[src/rtl/wasm_pkg.sv]
// wasm_pkg: shared definitions for the WASM core's local-variable controller.
//   local_op_e   - encodings of the req_op field (GET / SET / TEE / reserved)
//   trap_code_e  - values reported on trap_code
//   lc_state_e   - state encoding of the local-access FSM
package wasm_pkg;

   typedef enum logic [1:0] {
      LOCAL_GET  = 2'd0,
      LOCAL_SET  = 2'd1,
      LOCAL_TEE  = 2'd2,
      LOCAL_RSVD = 2'd3
   } local_op_e;

   typedef enum logic [1:0] {
      TRAP_NONE       = 2'd0,
      TRAP_FRAME_OVF  = 2'd1,
      TRAP_FRAME_UNF  = 2'd2,
      TRAP_IDX_RANGE  = 2'd3
   } trap_code_e;

   typedef enum logic [1:0] {
      StIdle   = 2'd0,
      StAccess = 2'd1,
      StPush   = 2'd2
   } lc_state_e;

endpackage

[src/rtl/wasm_local_ctrl_if.sv]
// wasm_local_ctrl_if: bundles every non-clock signal of wasm_local_ctrl.
//   request   : req_vld/req_rdy/req_op/req_idx
//   frame     : call_vld/call_nlocals/ret_vld
//   stack     : st_top_data/st_pop/st_push/st_push_data
//   memory    : mem_addr/mem_we/mem_wr_data/mem_rd_data
//   status    : done/trap/trap_code
// Modports:
//   master - environment side (decoder, operand stack, local BRAM)
//   slave  - the controller
interface wasm_local_ctrl_if #(
   parameter int unsigned DATA_WIDTH = 32,
   parameter int unsigned IDX_WIDTH  = 32
) ();

   logic                  req_vld;
   logic                  req_rdy;
   logic [1:0]            req_op;
   logic [IDX_WIDTH-1:0]  req_idx;
   logic                  call_vld;
   logic [IDX_WIDTH-1:0]  call_nlocals;
   logic                  ret_vld;
   logic [DATA_WIDTH-1:0] st_top_data;
   logic                  st_pop;
   logic                  st_push;
   logic [DATA_WIDTH-1:0] st_push_data;
   logic [IDX_WIDTH-1:0]  mem_addr;
   logic                  mem_we;
   logic [DATA_WIDTH-1:0] mem_wr_data;
   logic [DATA_WIDTH-1:0] mem_rd_data;
   logic                  done;
   logic                  trap;
   logic [1:0]            trap_code;

   modport master (
      output req_vld, req_op, req_idx, call_vld, call_nlocals, ret_vld, st_top_data,
             mem_rd_data,
      input  req_rdy, st_pop, st_push, st_push_data, mem_addr, mem_we, mem_wr_data,
             done, trap, trap_code
   );

   modport slave (
      input  req_vld, req_op, req_idx, call_vld, call_nlocals, ret_vld, st_top_data,
             mem_rd_data,
      output req_rdy, st_pop, st_push, st_push_data, mem_addr, mem_we, mem_wr_data,
             done, trap, trap_code
   );

endinterface

[src/rtl/local_frame_stack.sv]
// local_frame_stack: FRAME_DEPTH-entry LIFO of saved {base, nlocals} frames.
//   clk, rst                 - clock, synchronous active-high reset (empties the stack)
//   push, push_base/nlocals  - save a frame (ignored when full)
//   pop                      - discard the top frame (ignored when empty)
//   top_base, top_nlocals    - most recently saved frame (valid when !empty)
//   full, empty              - occupancy flags
// FRAME_DEPTH must be a power of two and at least 2.
module local_frame_stack #(
   parameter int unsigned IDX_WIDTH   = 32,
   parameter int unsigned FRAME_DEPTH = 16
) (
   input  logic                 clk,
   input  logic                 rst,
   input  logic                 push,
   input  logic                 pop,
   input  logic [IDX_WIDTH-1:0] push_base,
   input  logic [IDX_WIDTH-1:0] push_nlocals,
   output logic [IDX_WIDTH-1:0] top_base,
   output logic [IDX_WIDTH-1:0] top_nlocals,
   output logic                 full,
   output logic                 empty
);

   localparam int unsigned AW = $clog2(FRAME_DEPTH);
   localparam logic [AW:0]   DepthCnt = (AW+1)'(FRAME_DEPTH);
   localparam logic [AW-1:0] AwOne    = 1;

   // ptr_q counts occupied entries; the extra MSB distinguishes full from empty.
   logic [AW:0]          ptr_q;
   logic [AW-1:0]        wr_idx;
   logic [AW-1:0]        rd_idx;
   logic [IDX_WIDTH-1:0] base_mem    [FRAME_DEPTH];
   logic [IDX_WIDTH-1:0] nlocals_mem [FRAME_DEPTH];

   assign full        = (ptr_q == DepthCnt);
   assign empty       = (ptr_q == '0);
   assign wr_idx      = ptr_q[AW-1:0];
   assign rd_idx      = wr_idx - AwOne;
   assign top_base    = base_mem[rd_idx];
   assign top_nlocals = nlocals_mem[rd_idx];

   always_ff @(posedge clk) begin
      if (rst) begin
         ptr_q <= '0;
      end else if (push && !full) begin
         ptr_q <= ptr_q + 1'b1;
      end else if (pop && !empty) begin
         ptr_q <= ptr_q - 1'b1;
      end
   end

   always_ff @(posedge clk) begin
      if (!rst && push && !full) begin
         base_mem[wr_idx]    <= push_base;
         nlocals_mem[wr_idx] <= push_nlocals;
      end
   end

endmodule

[src/rtl/wasm_local_ctrl.sv]
// wasm_local_ctrl: executes local.get / local.set / local.tee against the single-port
// local BRAM (combinational read, clocked write) and tracks the call frame window.
//   clk, rst - clock, synchronous active-high reset
//   bus      - wasm_local_ctrl_if.slave: request, frame, stack, memory and status signals
// Optional feature: define LOCAL_BOUNDS_CHECK_EN to trap (code 3) on req_idx >= nlocals
// instead of accessing base + req_idx unchecked.
module wasm_local_ctrl
   import wasm_pkg::*;
#(
   parameter int unsigned DATA_WIDTH   = 32,
   parameter int unsigned IDX_WIDTH    = 32,
   parameter int unsigned FRAME_DEPTH  = 16,
   parameter int unsigned INIT_NLOCALS = 2
) (
   input logic             clk,
   input logic             rst,
   wasm_local_ctrl_if.slave bus
);

   lc_state_e             state_q, state_d;
   local_op_e             op_q, op_d;
   logic [IDX_WIDTH-1:0]  idx_q, idx_d;
   logic [IDX_WIDTH-1:0]  base_q, base_d;
   logic [IDX_WIDTH-1:0]  nlocals_q, nlocals_d;
   logic [DATA_WIDTH-1:0] data_q, data_d;
   // Last driven address / write data, so both hold outside ACCESS.
   logic [IDX_WIDTH-1:0]  addr_q;
   logic [DATA_WIDTH-1:0] wdata_q;

   logic                  fs_push, fs_pop, fs_full, fs_empty;
   logic [IDX_WIDTH-1:0]  fs_top_base, fs_top_nlocals;
   logic                  idx_bad;

`ifdef LOCAL_BOUNDS_CHECK_EN
   assign idx_bad = (bus.req_idx >= nlocals_q);
`else
   assign idx_bad = 1'b0;
`endif

   local_frame_stack #(
      .IDX_WIDTH   (IDX_WIDTH),
      .FRAME_DEPTH (FRAME_DEPTH)
   ) u_frame_stack (
      .clk          (clk),
      .rst          (rst),
      .push         (fs_push),
      .pop          (fs_pop),
      .push_base    (base_q),
      .push_nlocals (nlocals_q),
      .top_base     (fs_top_base),
      .top_nlocals  (fs_top_nlocals),
      .full         (fs_full),
      .empty        (fs_empty)
   );

   always_comb begin
      state_d   = state_q;
      op_d      = op_q;
      idx_d     = idx_q;
      base_d    = base_q;
      nlocals_d = nlocals_q;
      data_d    = data_q;
      fs_push   = 1'b0;
      fs_pop    = 1'b0;

      bus.req_rdy      = (state_q == StIdle) && !bus.call_vld && !bus.ret_vld;
      bus.mem_addr     = addr_q;
      bus.mem_we       = 1'b0;
      bus.mem_wr_data  = wdata_q;
      bus.st_pop       = 1'b0;
      bus.st_push      = 1'b0;
      bus.st_push_data = data_q;
      bus.done         = 1'b0;
      bus.trap         = 1'b0;
      bus.trap_code    = TRAP_NONE;

      unique case (state_q)
         StIdle: begin
            if (bus.call_vld) begin
               // A simultaneous ret is dropped.
               if (fs_full) begin
                  bus.trap      = 1'b1;
                  bus.trap_code = TRAP_FRAME_OVF;
               end else begin
                  fs_push   = 1'b1;
                  base_d    = base_q + nlocals_q;
                  nlocals_d = bus.call_nlocals;
                  bus.done  = 1'b1;
               end
            end else if (bus.ret_vld) begin
               if (fs_empty) begin
                  bus.trap      = 1'b1;
                  bus.trap_code = TRAP_FRAME_UNF;
               end else begin
                  fs_pop    = 1'b1;
                  base_d    = fs_top_base;
                  nlocals_d = fs_top_nlocals;
                  bus.done  = 1'b1;
               end
            end else if (bus.req_vld) begin
               if (idx_bad) begin
                  bus.trap      = 1'b1;
                  bus.trap_code = TRAP_IDX_RANGE;
               end else if (local_op_e'(bus.req_op) == LOCAL_RSVD) begin
                  bus.done = 1'b1;
               end else begin
                  op_d    = local_op_e'(bus.req_op);
                  idx_d   = bus.req_idx;
                  state_d = StAccess;
               end
            end
         end
         StAccess: begin
            bus.mem_addr = base_q + idx_q;
            if (op_q == LOCAL_GET) begin
               data_d  = bus.mem_rd_data;
               state_d = StPush;
            end else begin
               bus.mem_we      = 1'b1;
               bus.mem_wr_data = bus.st_top_data;
               bus.st_pop      = (op_q == LOCAL_SET);
               bus.done        = 1'b1;
               state_d         = StIdle;
            end
         end
         StPush: begin
            bus.st_push = 1'b1;
            bus.done    = 1'b1;
            state_d     = StIdle;
         end
         default: state_d = StIdle;
      endcase

      // An op interrupted by reset must not write memory or touch the stack.
      if (rst) begin
         fs_push       = 1'b0;
         fs_pop        = 1'b0;
         bus.mem_we    = 1'b0;
         bus.st_pop    = 1'b0;
         bus.st_push   = 1'b0;
         bus.done      = 1'b0;
         bus.trap      = 1'b0;
         bus.trap_code = TRAP_NONE;
      end
   end

   always_ff @(posedge clk) begin
      if (rst) begin
         state_q   <= StIdle;
         op_q      <= LOCAL_GET;
         idx_q     <= '0;
         base_q    <= '0;
         nlocals_q <= IDX_WIDTH'(INIT_NLOCALS);
         data_q    <= '0;
         addr_q    <= '0;
         wdata_q   <= '0;
      end else begin
         state_q   <= state_d;
         op_q      <= op_d;
         idx_q     <= idx_d;
         base_q    <= base_d;
         nlocals_q <= nlocals_d;
         data_q    <= data_d;
         addr_q    <= bus.mem_addr;
         wdata_q   <= bus.mem_wr_data;
      end
   end

endmodule

[src/flat_wrapper.sv]
// flat-port wrapper written by rule: the top's interface ports become plain ports
module wasm_local_ctrl_flat import wasm_pkg::*;
#(
   parameter int unsigned DATA_WIDTH   = 32,
   parameter int unsigned IDX_WIDTH    = 32,
   parameter int unsigned FRAME_DEPTH  = 16,
   parameter int unsigned INIT_NLOCALS = 2
)
  (clk, rst, bus_req_vld, bus_req_op, bus_req_idx, bus_call_vld, bus_call_nlocals, bus_ret_vld, bus_st_top_data, bus_mem_rd_data, bus_req_rdy, bus_st_pop, bus_st_push, bus_st_push_data, bus_mem_addr, bus_mem_we, bus_mem_wr_data, bus_done, bus_trap, bus_trap_code);
  wasm_local_ctrl_if #(.DATA_WIDTH(DATA_WIDTH), .IDX_WIDTH(IDX_WIDTH)) bus_i ();
  input logic clk;
  input logic rst;
  input wire logic [$bits(bus_i.req_vld)-1:0] bus_req_vld;
  input wire logic [$bits(bus_i.req_op)-1:0] bus_req_op;
  input wire logic [$bits(bus_i.req_idx)-1:0] bus_req_idx;
  input wire logic [$bits(bus_i.call_vld)-1:0] bus_call_vld;
  input wire logic [$bits(bus_i.call_nlocals)-1:0] bus_call_nlocals;
  input wire logic [$bits(bus_i.ret_vld)-1:0] bus_ret_vld;
  input wire logic [$bits(bus_i.st_top_data)-1:0] bus_st_top_data;
  input wire logic [$bits(bus_i.mem_rd_data)-1:0] bus_mem_rd_data;
  output wire logic [$bits(bus_i.req_rdy)-1:0] bus_req_rdy;
  output wire logic [$bits(bus_i.st_pop)-1:0] bus_st_pop;
  output wire logic [$bits(bus_i.st_push)-1:0] bus_st_push;
  output wire logic [$bits(bus_i.st_push_data)-1:0] bus_st_push_data;
  output wire logic [$bits(bus_i.mem_addr)-1:0] bus_mem_addr;
  output wire logic [$bits(bus_i.mem_we)-1:0] bus_mem_we;
  output wire logic [$bits(bus_i.mem_wr_data)-1:0] bus_mem_wr_data;
  output wire logic [$bits(bus_i.done)-1:0] bus_done;
  output wire logic [$bits(bus_i.trap)-1:0] bus_trap;
  output wire logic [$bits(bus_i.trap_code)-1:0] bus_trap_code;
  assign bus_i.req_vld = bus_req_vld;
  assign bus_i.req_op = bus_req_op;
  assign bus_i.req_idx = bus_req_idx;
  assign bus_i.call_vld = bus_call_vld;
  assign bus_i.call_nlocals = bus_call_nlocals;
  assign bus_i.ret_vld = bus_ret_vld;
  assign bus_i.st_top_data = bus_st_top_data;
  assign bus_i.mem_rd_data = bus_mem_rd_data;
  assign bus_req_rdy = bus_i.req_rdy;
  assign bus_st_pop = bus_i.st_pop;
  assign bus_st_push = bus_i.st_push;
  assign bus_st_push_data = bus_i.st_push_data;
  assign bus_mem_addr = bus_i.mem_addr;
  assign bus_mem_we = bus_i.mem_we;
  assign bus_mem_wr_data = bus_i.mem_wr_data;
  assign bus_done = bus_i.done;
  assign bus_trap = bus_i.trap;
  assign bus_trap_code = bus_i.trap_code;
  wasm_local_ctrl #(.DATA_WIDTH(DATA_WIDTH), .IDX_WIDTH(IDX_WIDTH), .FRAME_DEPTH(FRAME_DEPTH), .INIT_NLOCALS(INIT_NLOCALS)) u_core (.clk(clk), .rst(rst), .bus(bus_i));
endmodule
[config.mk]
export PLATFORM = sky130hd
export DESIGN_NAME = wasm_local_ctrl_flat
export DESIGN_NICKNAME = d
export VERILOG_FILES = /design/src/rtl/wasm_pkg.sv /design/src/rtl/wasm_local_ctrl_if.sv /design/src/rtl/local_frame_stack.sv /design/src/rtl/wasm_local_ctrl.sv /design/src/flat_wrapper.sv
export SDC_FILE = /design/constraint.sdc
export NUM_CORES = 2
export LEC_CHECK = 0
export ABC_CLOCK_PERIOD_IN_PS = 4500
export CORE_ASPECT_RATIO = 1.25
export CORE_UTILIZATION = 35
export CTS_CLUSTER_DIAMETER = 30
export DETAILED_ROUTE_END_ITERATION = 6
export SETUP_SLACK_MARGIN = 0.4
export SYNTH_ARGS = -nofsm -noshare
export SYNTH_HDL_FRONTEND = slang
export SYNTH_SLANG_ARGS = --single-unit
[constraint.sdc]
create_clock -name clk -period 4.5 [get_ports clk]
set_input_delay 0.675 -clock clk [delete_from_list [all_inputs] [get_ports clk]]
set_output_delay 0.675 -clock clk [all_outputs]
set_load 0.02 [all_outputs]
==> reports/qor.txt <==
Yosys top cell by area -> edfxtp_1
worst-path maximum fanout -> 2
Worst Setup Slack, final -> 0.395 ns
Worst Path Class, Setup -> reg -> out
clock slew at reported path FFs -> 0.06 ns
Slowest cell on crit path -> fa_2
syn nets -> 3046
outcome -> finished, final reports clean
Buffers on Ports -> 238
Cell Chain, Critical Path -> ha_4, fa_2, a211oi_2, o311a_1, o2111ai_2, a31oi_2, o21ai_2, a41o_1, xnor2_2, a21oi_1, buf_4
MaxCap Viol Count -> 0
Final min period -> 4.10 ns
final slew viol count -> 0
Overall Power -> 0.0397 W
CP endpoint kind -> output port
initial antenna violation count -> 7
Initial Utilization -> 0.353
clk sinks -> 1225
Setup violations, final -> 0
startpoint types -> flop
DRT Pass-1 Iters -> 5
Top Ports -> 239
Vias -> 27678
Seq cells post-synth -> 1225
1st-iter DRT viols -> 2039
cells after synthesis -> 2838
Clock Latency Late Sink -> 0.78 ns
number of buffers created by CTS -> 174
Peak supply drop -> 425 uV
commonest non-fill, non-tap cell in the layout -> edfxtp_1
LEAKAGE -> 20.9 nW
largest net degree at the start of global routing -> 118
ANT nets after route -> 0
WL final -> 127000 um
Hold Crit Class -> in -> reg
Site Rows -> 154
EDFF count, synth -> 1024
yosys warns -> 0
Slew @ Worst Pin -> 1.03 ns
WP buf/inv -> 1
vias per cell -> 5.25
Longest Clk Path Bufs -> 3
dpl ws -> 0.358 ns
DP HPWL -> 76000 um
RD Place Congestion -> 0.831
Tcrit/Tclk final -> 0.912
first-pass GRT wire length -> 188000 um
Crit path required time -> 3.83 ns
full die area -> 144000 um^2
PwrDens -> 641 nW/um^2
core footprint -> 141000 um^2
Netlist Area Pre-Place -> 49800 um^2
commonest register cell after synthesis -> edfxtp_1
Remaining Overflow, GRT -> 0
die width -> 339 um
Die Y -> 424 um
relative slew slack -> 0.310
final clock skew -> 0.0269 ns
Root Driver -> clkbuf_16
nets@finish -> 3454
vias in the first global route -> 28741
Area Growth Syn to Fin -> 24.3%
total track usage -> 0.176
Max Fclk -> 0.244 GHz
Mean Syn Cell Area -> 17.6 um^2
most frequent cells in the layout -> 1024 x edfxtp_1, 308 x mux4_2, 218 x nand2_1
RSZ-0062 raised after global routing -> yes
CTS tree -> built
Yosys cell types -> 60
DRC errors left -> 0
share of the synthesized area in the top cell type -> 0.617
max incr delay on CP -> 0.37 ns
hold buffers post-CTS -> 0
asr flop ratio synth -> 0
critical path's top delay family -> compound AO/OA/AOI/OAI gates
data arrival time of the worst path -> 3.43 ns
wire length per cell -> 24.1 um
final hold vios -> 0
share of layout cells above drive strength 1 -> 0.260
number of H-tree levels -> 4
post-synthesis sequential area ratio -> 0.698
synth top area cells -> edfxtp_1 62%, mux4_2 14%, dfxtp_1 8.1%
final timing paths:
path                                 end  cells after the start                   startpoint  slack, ns
max reg2reg            u_core.base_q[16]                     12             u_core.base_q[0]       0.77
max                     bus_mem_addr[28]                     11             u_core.base_q[0]       0.40
min reg2reg  u_core.bus.st_push_data[21]                      2  u_core.bus.st_push_data[21]       0.45
min                    u_core.state_q[0]                      2                          rst       0.35
power by group:
part,switching [W],internal [W]
logic,0.00593,0.00499
registers,0.000737,0.0140
clock network,0.00551,0.00852
total,0.0122,0.0275
cells by family (layout without fill, tap and decap cells):
family                   count (synthesis)  count (layout)  synth area share
flip-flops                            1225            1225             0.698
AND/OR/NAND/NOR                        488             488            0.0447
multiplexers                           410             410             0.163
AO/OA/AOI/OAI                          406             406            0.0499
buffers and inverters                  182             743            0.0167
adder cells (fa/ha/maj)                 73              73            0.0188
XOR/XNOR                                54              54           0.00949
other                                    0               1                 0
Yosys cell counts (all sizes together), types with 39 or more instances:
library cell,number
dfxtp,201
mux2i,60
ha,70
nor2,106
a21oi,163
nor2b,58
nand2,219
clkbuf,94
xnor2,39
a211oi,66
buf,59
mux4,314
o21ai,63
edfxtp,1024
flip-flops by register name (all words and copies together), names as in the netlist:
register / count
u_core.idx_q: 32
u_core.bus.st_push_data: 32
u_core.base_q: 32
u_core.addr_q: 32
u_core.op_q: 2
u_core.u_frame_stack.nlocals_mem: 512
u_core.u_frame_stack.ptr_q: 5
u_core.state_q: 2
u_core.nlocals_q: 32
u_core.wdata_q: 32
u_core.u_frame_stack.base_mem: 512
per-layer routing:
metal,global-route usage,share of wire,up-vias
met1,0.230,0.42,14479
met4,0.0422,0.015,6
met5,0,0.00028,-
met3,0.0348,0.059,158
met2,0.301,0.50,811
li1,-,-,12224
area by class of cell:
type | count | area, um^2
diodes | 1 | 2.50
clock inverters | 136 | 1670
inverters | 29 | 109
fillers | 12295 | 79100
multi-input cells | 1431 | 14600
flip-flops and latches | 1225 | 34800
well taps | 1872 | 2340
clock buffers | 193 | 4510
repair buffers | 385 | 3930
through the flow:
stage	hold WS (ns)	instances	area, um^2	TNS (ns)	util
floorplan	0.440	2838	49800	-6.95	-
global placement	0.441	4930	55500	0	0.393
detailed placement	0.448	4930	55500	0	0.393
CTS	0.301	5269	61800	0	0.438
global route	0.336	5272	61900	0	0.439
finish	0.345	5272	61900	0	0.439
what timing repair did:
item,CTS,global route
gates resized for setup,72,44
buffers inserted,10,2
pin swaps,12,16
cloned,0,0
hold endpoints to repair,0,0
setup endpoints to repair,25,20
No activity file was read; power rests on OpenSTA's default activity.
